==> config.mk <==
export PLATFORM = sky130hd
export DESIGN_NAME = pio_input_conditioner
export DESIGN_NICKNAME = d
export VERILOG_FILES = /design/src/rtl/pio_cond_pkg.sv /design/src/rtl/input_debouncer.sv /design/src/rtl/pio_input_conditioner.sv
export SDC_FILE = /design/constraint.sdc
export NUM_CORES = 1
export LEC_CHECK = 0
export ABC_CLOCK_PERIOD_IN_PS = 3560
export BUFFER_PORTS_ARGS = -buffer_cell sky130_fd_sc_hd__buf_4
export CAP_MARGIN = 20
export CORE_MARGIN = 5
export CORE_UTILIZATION = 30
export DETAILED_ROUTE_END_ITERATION = 16
export GPL_TIMING_DRIVEN = 0
export SLEW_MARGIN = 15
export SYNTH_ARGS = -nofsm -noshare
export SYNTH_HDL_FRONTEND = slang
export SYNTH_SLANG_ARGS = --single-unit
export TNS_END_PERCENT = 30
==> constraint.sdc <==
create_clock -name clk_clk -period 3.56 [get_ports clk_clk]
set_input_delay 0.712 -clock clk_clk [delete_from_list [all_inputs] [get_ports clk_clk]]
set_output_delay 0.712 -clock clk_clk [all_outputs]
set_load 0.03 [all_outputs]
==> src/rtl/pio_cond_pkg.sv <==
// Shared constants for the PIO input conditioner: debounce default, press counter width, key polarity.
package pio_cond_pkg;

  localparam int unsigned DEBOUNCE_10MS_50MHZ = 500000;
  localparam int unsigned PRESS_CNT_W         = 8;
  localparam logic        KEY_PRESSED         = 1'b0;
  localparam logic        KEY_RELEASED        = 1'b1;

endpackage

==> src/rtl/input_debouncer.sv <==
// One-bit 2-flop synchroniser followed by a stable-count debounce filter.
module input_debouncer
  import pio_cond_pkg::*;
#(
  parameter int unsigned DEBOUNCE_CYCLES = DEBOUNCE_10MS_50MHZ,
  parameter logic        RESET_VAL       = 1'b0
) (
  input  logic clk_clk,
  input  logic reset_reset_n,
  input  logic raw,
  output logic clean
);

  localparam int unsigned          CNT_W   = $clog2(DEBOUNCE_CYCLES + 1);
  localparam logic [CNT_W-1:0]     CNT_MAX = CNT_W'(DEBOUNCE_CYCLES - 1);

  logic             s1_q, s1_d;
  logic             s2_q, s2_d;
  logic             stable_q, stable_d;
  logic [CNT_W-1:0] cnt_q, cnt_d;

  always_ff @(posedge clk_clk or negedge reset_reset_n) begin
    if (!reset_reset_n) begin
      s1_q     <= RESET_VAL;
      s2_q     <= RESET_VAL;
      stable_q <= RESET_VAL;
      cnt_q    <= '0;
    end else begin
      s1_q     <= s1_d;
      s2_q     <= s2_d;
      stable_q <= stable_d;
      cnt_q    <= cnt_d;
    end
  end

  // Any sample that agrees with the accepted level restarts the stability count.
  always_comb begin
    s1_d     = raw;
    s2_d     = s1_q;
    stable_d = stable_q;
    cnt_d    = '0;
    if (s2_q != stable_q) begin
      if (cnt_q == CNT_MAX) begin
        stable_d = s2_q;
      end else begin
        cnt_d = cnt_q + CNT_W'(1);
      end
    end
  end

  assign clean = stable_q;

endmodule

==> src/rtl/pio_input_conditioner.sv <==
// Debounces board switches and the accumulate key for the SoC PIOs; adds a press strobe and counter.
module pio_input_conditioner
  import pio_cond_pkg::*;
#(
  parameter int unsigned SW_W            = 8,
  parameter int unsigned DEBOUNCE_CYCLES = DEBOUNCE_10MS_50MHZ
) (
  input  logic                   clk_clk,
  input  logic                   reset_reset_n,
  input  logic [SW_W-1:0]        sw_raw,
  input  logic                   key_raw_n,
  output logic [SW_W-1:0]        switch_wire_export,
  output logic                   accumulate_button_export,
  output logic                   accumulate_press_pulse,
  output logic [PRESS_CNT_W-1:0] press_count
);

  logic                   btn_prev_q, btn_prev_d;
  logic                   pulse_q, pulse_d;
  logic [PRESS_CNT_W-1:0] press_count_q, press_count_d;
  logic                   fall_c;

  for (genvar i = 0; i < int'(SW_W); i++) begin : g_sw
    input_debouncer #(
      .DEBOUNCE_CYCLES (DEBOUNCE_CYCLES),
      .RESET_VAL       (1'b0)
    ) u_sw_db (
      .clk_clk       (clk_clk),
      .reset_reset_n (reset_reset_n),
      .raw           (sw_raw[i]),
      .clean         (switch_wire_export[i])
    );
  end

  input_debouncer #(
    .DEBOUNCE_CYCLES (DEBOUNCE_CYCLES),
    .RESET_VAL       (KEY_RELEASED)
  ) u_key_db (
    .clk_clk       (clk_clk),
    .reset_reset_n (reset_reset_n),
    .raw           (key_raw_n),
    .clean         (accumulate_button_export)
  );

  always_ff @(posedge clk_clk or negedge reset_reset_n) begin
    if (!reset_reset_n) begin
      btn_prev_q    <= KEY_RELEASED;
      pulse_q       <= 1'b0;
      press_count_q <= '0;
    end else begin
      btn_prev_q    <= btn_prev_d;
      pulse_q       <= pulse_d;
      press_count_q <= press_count_d;
    end
  end

  // Only the released-to-pressed transition of the debounced key is a press.
  always_comb begin
    fall_c        = (btn_prev_q == KEY_RELEASED) && (accumulate_button_export == KEY_PRESSED);
    btn_prev_d    = accumulate_button_export;
    pulse_d       = fall_c;
    press_count_d = press_count_q + PRESS_CNT_W'(fall_c);
  end

  assign accumulate_press_pulse = pulse_q;
  assign press_count            = press_count_q;

endmodule
### Yosys cells after proc, flatten, opt, wreduce, memory -nomap -nowiden

Index checks and enable logic that the tools add are counted.

* output and inout bits: 18
* word-level logic and storage cells: 96
* input bits: 11
* register bits after elaboration: 208

* add/sub/neg operators: 10
* eq/ne operators: 18
* muxes and demuxes: 18
* bitwise gates (word level): 1
* reduce and logical (&&, ||, !) cells: 10

Operator list (count)
* 19-bit two-way mux: 18
* 19-bit by 1-bit adder with 19-bit output, second input constant: 9
* 19-bit == test, second input constant: 9
* 2-bit AND reduction: 9
* 1-bit != test: 9
* 8-bit by 1-bit adder with 8-bit output: 1
* 1-bit logical AND: 1
* 1-bit NOT: 1

### Longest topological paths before layout

* depth after elaboration: 3
* gate-level depth with buffers: 7

### Cells and area by module

A second synthesis with hierarchy kept.

* cell total of the unflattened synthesis: 972
* area, all modules: 10104.7 um2

By module, submodules not included
* input_debouncer at g_sw[0].u_sw_db ...: area each 1079.8 um2, cells each 105, times used 8, sequential area each 550.5 um2
* input_debouncer at u_key_db: area each 1083.5 um2, cells each 105, times used 1, sequential area each 554.3 um2
* pio_input_conditioner: area each 382.9 um2, cells each 27, times used 1, sequential area each 251.5 um2

### Worst setup path before layout

Ideal clock, no wire load.

* path kind: register to register
* from: register g_sw[7].u_sw_db.cnt_q[14]
* to: register g_sw[7].u_sw_db.stable_q
* setup slack: 1539 ps
* arrival time: 1896 ps
* clock period less this slack: 2021 ps
* stages on the path, launching flop included: 5
* path buffers: 0
* library setup time: 125 ps
* path through: dfrtp_1 or4_1 or4_4 nor2_1 mux2_2

* word-level cells in the longest chain between the ends: 2

Ends and longest elaborated chain
* start: declaration: RTL line input_debouncer.sv:20 `logic [CNT_W-1:0] cnt_q, cnt_d;`
* start signal: assignment: RTL line input_debouncer.sv:32 `cnt_q <= cnt_d;`
* 19-bit == test: RTL line input_debouncer.sv:43 `if (cnt_q == CNT_MAX) begin`
* 2-bit AND reduction (no source line)
* end signal: assignment: RTL line input_debouncer.sv:31 `stable_q <= stable_d;`
* end: declaration: RTL line input_debouncer.sv:19 `logic stable_q, stable_d;`

No other way between the ends.
A chain may end at the register's enable or synchronous reset.

### Final worst setup path

* from: register g_sw[5].u_sw_db.cnt_q[0]
* to: register g_sw[5].u_sw_db.cnt_q[8]

* word-level cells in the longest chain between the ends: 3
* elaborated cells on any way between the ends: 4

Ends and longest elaborated chain
* start: declaration: RTL line input_debouncer.sv:20
* start signal: assignment: RTL line input_debouncer.sv:32
* 19-bit by 1-bit adder with 19-bit output / 19-bit == test (equally long branches): RTL line input_debouncer.sv:46, input_debouncer.sv:43
* 19-bit two-way mux (*): RTL line input_debouncer.sv:43
* 19-bit two-way mux (*): RTL line input_debouncer.sv:42 `if (s2_q != stable_q) begin`
* via g_sw[5].u_sw_db.cnt_d[8]: RTL line input_debouncer.sv:20

Mark *: on every way through the listed nets, which the timed path passes. The rest lies on a longest branch.

==> qor.yml <==
fp-row-count: 66
grt_use_total: 0.102
cts_resized: 0
power.internal_mw: 4.13
grt_overflow: 0
start_util: 0.303
ir_drop_uv: 317
slowest_delay_ps: 560
io_pins: 29
fin_setup_tns_ps: 0
r2r-start: "g_sw[5].u_sw_db.cnt_q[0]"
synth_edf_count: 0
cp-startpoint: "g_sw[5].u_sw_db.cnt_q[0]"
final_nets: 1038
synthArstFlopShare: 1.00
leakage_nw: 4.68
r2r_slack_ps: 1300
pwr-share-seq: 0.467
critPathRequiredTime_ps: 3940
die_w_um: 191
crit_path_top_delay_cell: "o21ai_1"
antenna_cells: 0
switching_share: 0.208
nFillCells: 3313
vias_per_cell: 4.75
hp-class: "in2async"
p_comb_frac: 0.030
ys_types: 44
synth-seq-area-share: 0.528
wirelength_um: 17900
arrival_ps: 2640
cts_made_buffers: 24
synthAdderAreaFrac: 0.0140
clk_pin_slew_ps: 60
outcome: "finished clean"
fin_skew_ps: 8.69
avgSynthCellArea_um2: 10.3
cp-start-kind: "flop"
place_ws_ps: 1270
drtAntennaViolNets: 0
synth_simple_gate_area_share: 0.245
switchingPower_mw: 1.08
wl_per_cell_um: 12.1
crit_path_end: "g_sw[5].u_sw_db.cnt_q[8]"
yosysTopAreaCell: "dfrtp_1"
finalHoldViolations: 0
synth_area_um2: 9860
rr_worst_depth: 6
setup_viol: 0
path_max_fanout: 10
dieHeight_um: 191
cts_tree: "yes"
synth_top_family_by_area: "simple AND/OR/NAND/NOR gates"
power_density_nw_per_um2: 451
syn-num-nets: 982
dieArea_um2: 36600
cts.sinks: 208
clkPwrFrac: 0.503
period_minus_slack_ps: 2260
final_core_util: 0.355
worstSetupPathType: "reg2reg"
yosysTopAreaCellShare: 0.518
vias: 7010
drive_gt1_frac: 0.118
synth-compound-area-share: 0.0628
maxSlewHeadroom: 0.538
antenna_found_initial: 0
worstPathCellList: "ha_1 > and4_1 > nand4_1 > o21ai_1 > clkbuf_1 > nor2_1"
synth_xor_area_frac: 0.109
register_area_um2: 5210
synth_seq_cells: 208
grt_pass1_vias: 7053
cts_hold_buf: 0
core_um2: 32500
worstSetupEndpointType: "flop"
worst_pin_slew_ps: 689
grt_pass1_wl_um: 32600
cpLargestDelayFamily: "compound AO/OA/AOI/OAI gates"
fin_ws_ps: 1300
area_growth_pct: 17.1
drtPass1Iterations: 4
multiInputGateArea_um2: 4360
hpwl_um: 12100
final_common_cell: "dfrtp_1"
synth_flop_cell: "dfrtp_1"
path_buf_inv: 1
grt_max_degree: 102
fin_crit_sh: 0.634
muxShareOfSynthArea: 0.0103
rsz0062_at_grt: "false"
insertion_delay_ps: 510
postCtsSetupRepairBufs: 0
yosys_warnings: 0
synthCells: 960
yosys-top-cells-area: "dfrtp_1 (52%), xnor2_1 (5.7%), xor2_1 (5.2%)"
maxSlewViolCount: 0
clock-root-buffer: "clkbuf_16"
clockBufferDepth: 3
cp.depth: 6
drv_cap: 0
gp_congestion: 0.784
r2r-end: "g_sw[5].u_sw_db.cnt_q[8]"
drtIter0Drc: 386
final_cell_mix: "dfrtp_1 (204), nor2_1 (132), xnor2_1 (64)"
drc: 0
max_freq_mhz: 443
cts_max_level: 1
io_buffers: 28
==> registers in the layout, summed over array words and instances, names as in the netlist <==
register                flops
g_sw.u_sw_db.clean          8
g_sw.u_sw_db.s2_q           8
accumulate_press_pulse      1
g_sw.u_sw_db.s1_q           8
btn_prev_q                  1
g_sw.u_sw_db.cnt_q        152
u_key_db.clean              1
u_key_db.cnt_q             19
u_key_db.s2_q               1
u_key_db.s1_q               1
press_count                 8
==> worst min path at each step <==
stage | from | slack, ps | cells after the start | endpoint
after floorplan | g_sw[0].u_sw_db.s1_q | 330 | 0 | g_sw[0].u_sw_db.s2_q
after global placement | g_sw[6].u_sw_db.s1_q | 330 | 0 | g_sw[6].u_sw_db.s2_q
after detailed placement | g_sw[5].u_sw_db.s1_q | 340 | 0 | g_sw[5].u_sw_db.s2_q
after CTS | reset_reset_n | 60 | 1 | g_sw[5].u_sw_db.cnt_q[17]
after global routing | reset_reset_n | 70 | 1 | g_sw[5].u_sw_db.cnt_q[17]
final | reset_reset_n | 70 | 1 | g_sw[5].u_sw_db.cnt_q[17]
==> synth_stat cells, drive strengths merged, types with 17 or more instances <==
| master | number |
|---|---|
| dfrtp | 204 |
| o21ai | 29 |
| a21oi | 45 |
| buf | 18 |
| nand3 | 55 |
| and4 | 17 |
| nor4 | 18 |
| o31ai | 23 |
| nor3 | 17 |
| xor2 | 59 |
| nor2 | 132 |
| or4 | 33 |
| nand2 | 51 |
| xnor2 | 64 |
| nand4 | 50 |
| inv | 30 |
| or3 | 31 |
==> per-stage QoR <==
stage,hold WS (ps),instances,area [um2],power (mW)
finish,70.2,1476,11500,5.21
global route,73.1,1476,11500,5.44
CTS,64.3,1476,11500,5.33
detailed placement,336,1432,10700,2.64
global placement,334,1430,10600,2.63
floorplan,331,960,9860,2.55
==> power groups by stage <==
stage	registers, mW	logic (mW)	clock network, mW
3_5_place_dp	2.48	0.164	0
6_report	2.43	0.156	2.62
4_1_cts	2.43	0.165	2.73
5_1_grt	2.44	0.185	2.81
2_1_floorplan	2.47	0.0779	0
3_3_place_gp	2.47	0.154	0
==> area by class of cell <==
| class | instances | share of cell area |
|---|---|---|
| Multi-Input combinational cell | 690 | 0.377 |
| Buffer | 32 | 0.0160 |
| Sequential cell | 208 | 0.451 |
| Clock buffer | 36 | 0.0621 |
| Inverter | 30 | 0.00975 |
| Clock inverter | 8 | 0.0121 |
| Tap cell | 442 | 0.0479 |
| Timing Repair Buffer | 30 | 0.0236 |
==> layer usage <==
| layer | global-route usage | vias up | wire, um |
|---|---|---|---|
| li1 | - | 3523 | - |
| met1 | 0.136 | 3398 | 8630 |
| met2 | 0.169 | 56 | 8280 |
| met3 | 0.0201 | 33 | 537 |
| met4 | 0.0273 | 0 | 447 |
| met5 | 0 | - | 0 |
==> kinds of logic after synthesis <==
logic type / count (synthesis)
muxes: 9
adders and majority gates: 11
DFF: 208
and+or+nand+nor: 448
buffers and inverters: 62
xor gates and xnor gates: 123
AOI/OAI and AO/OA: 99
No activity file was read; power rests on OpenSTA's default activity.
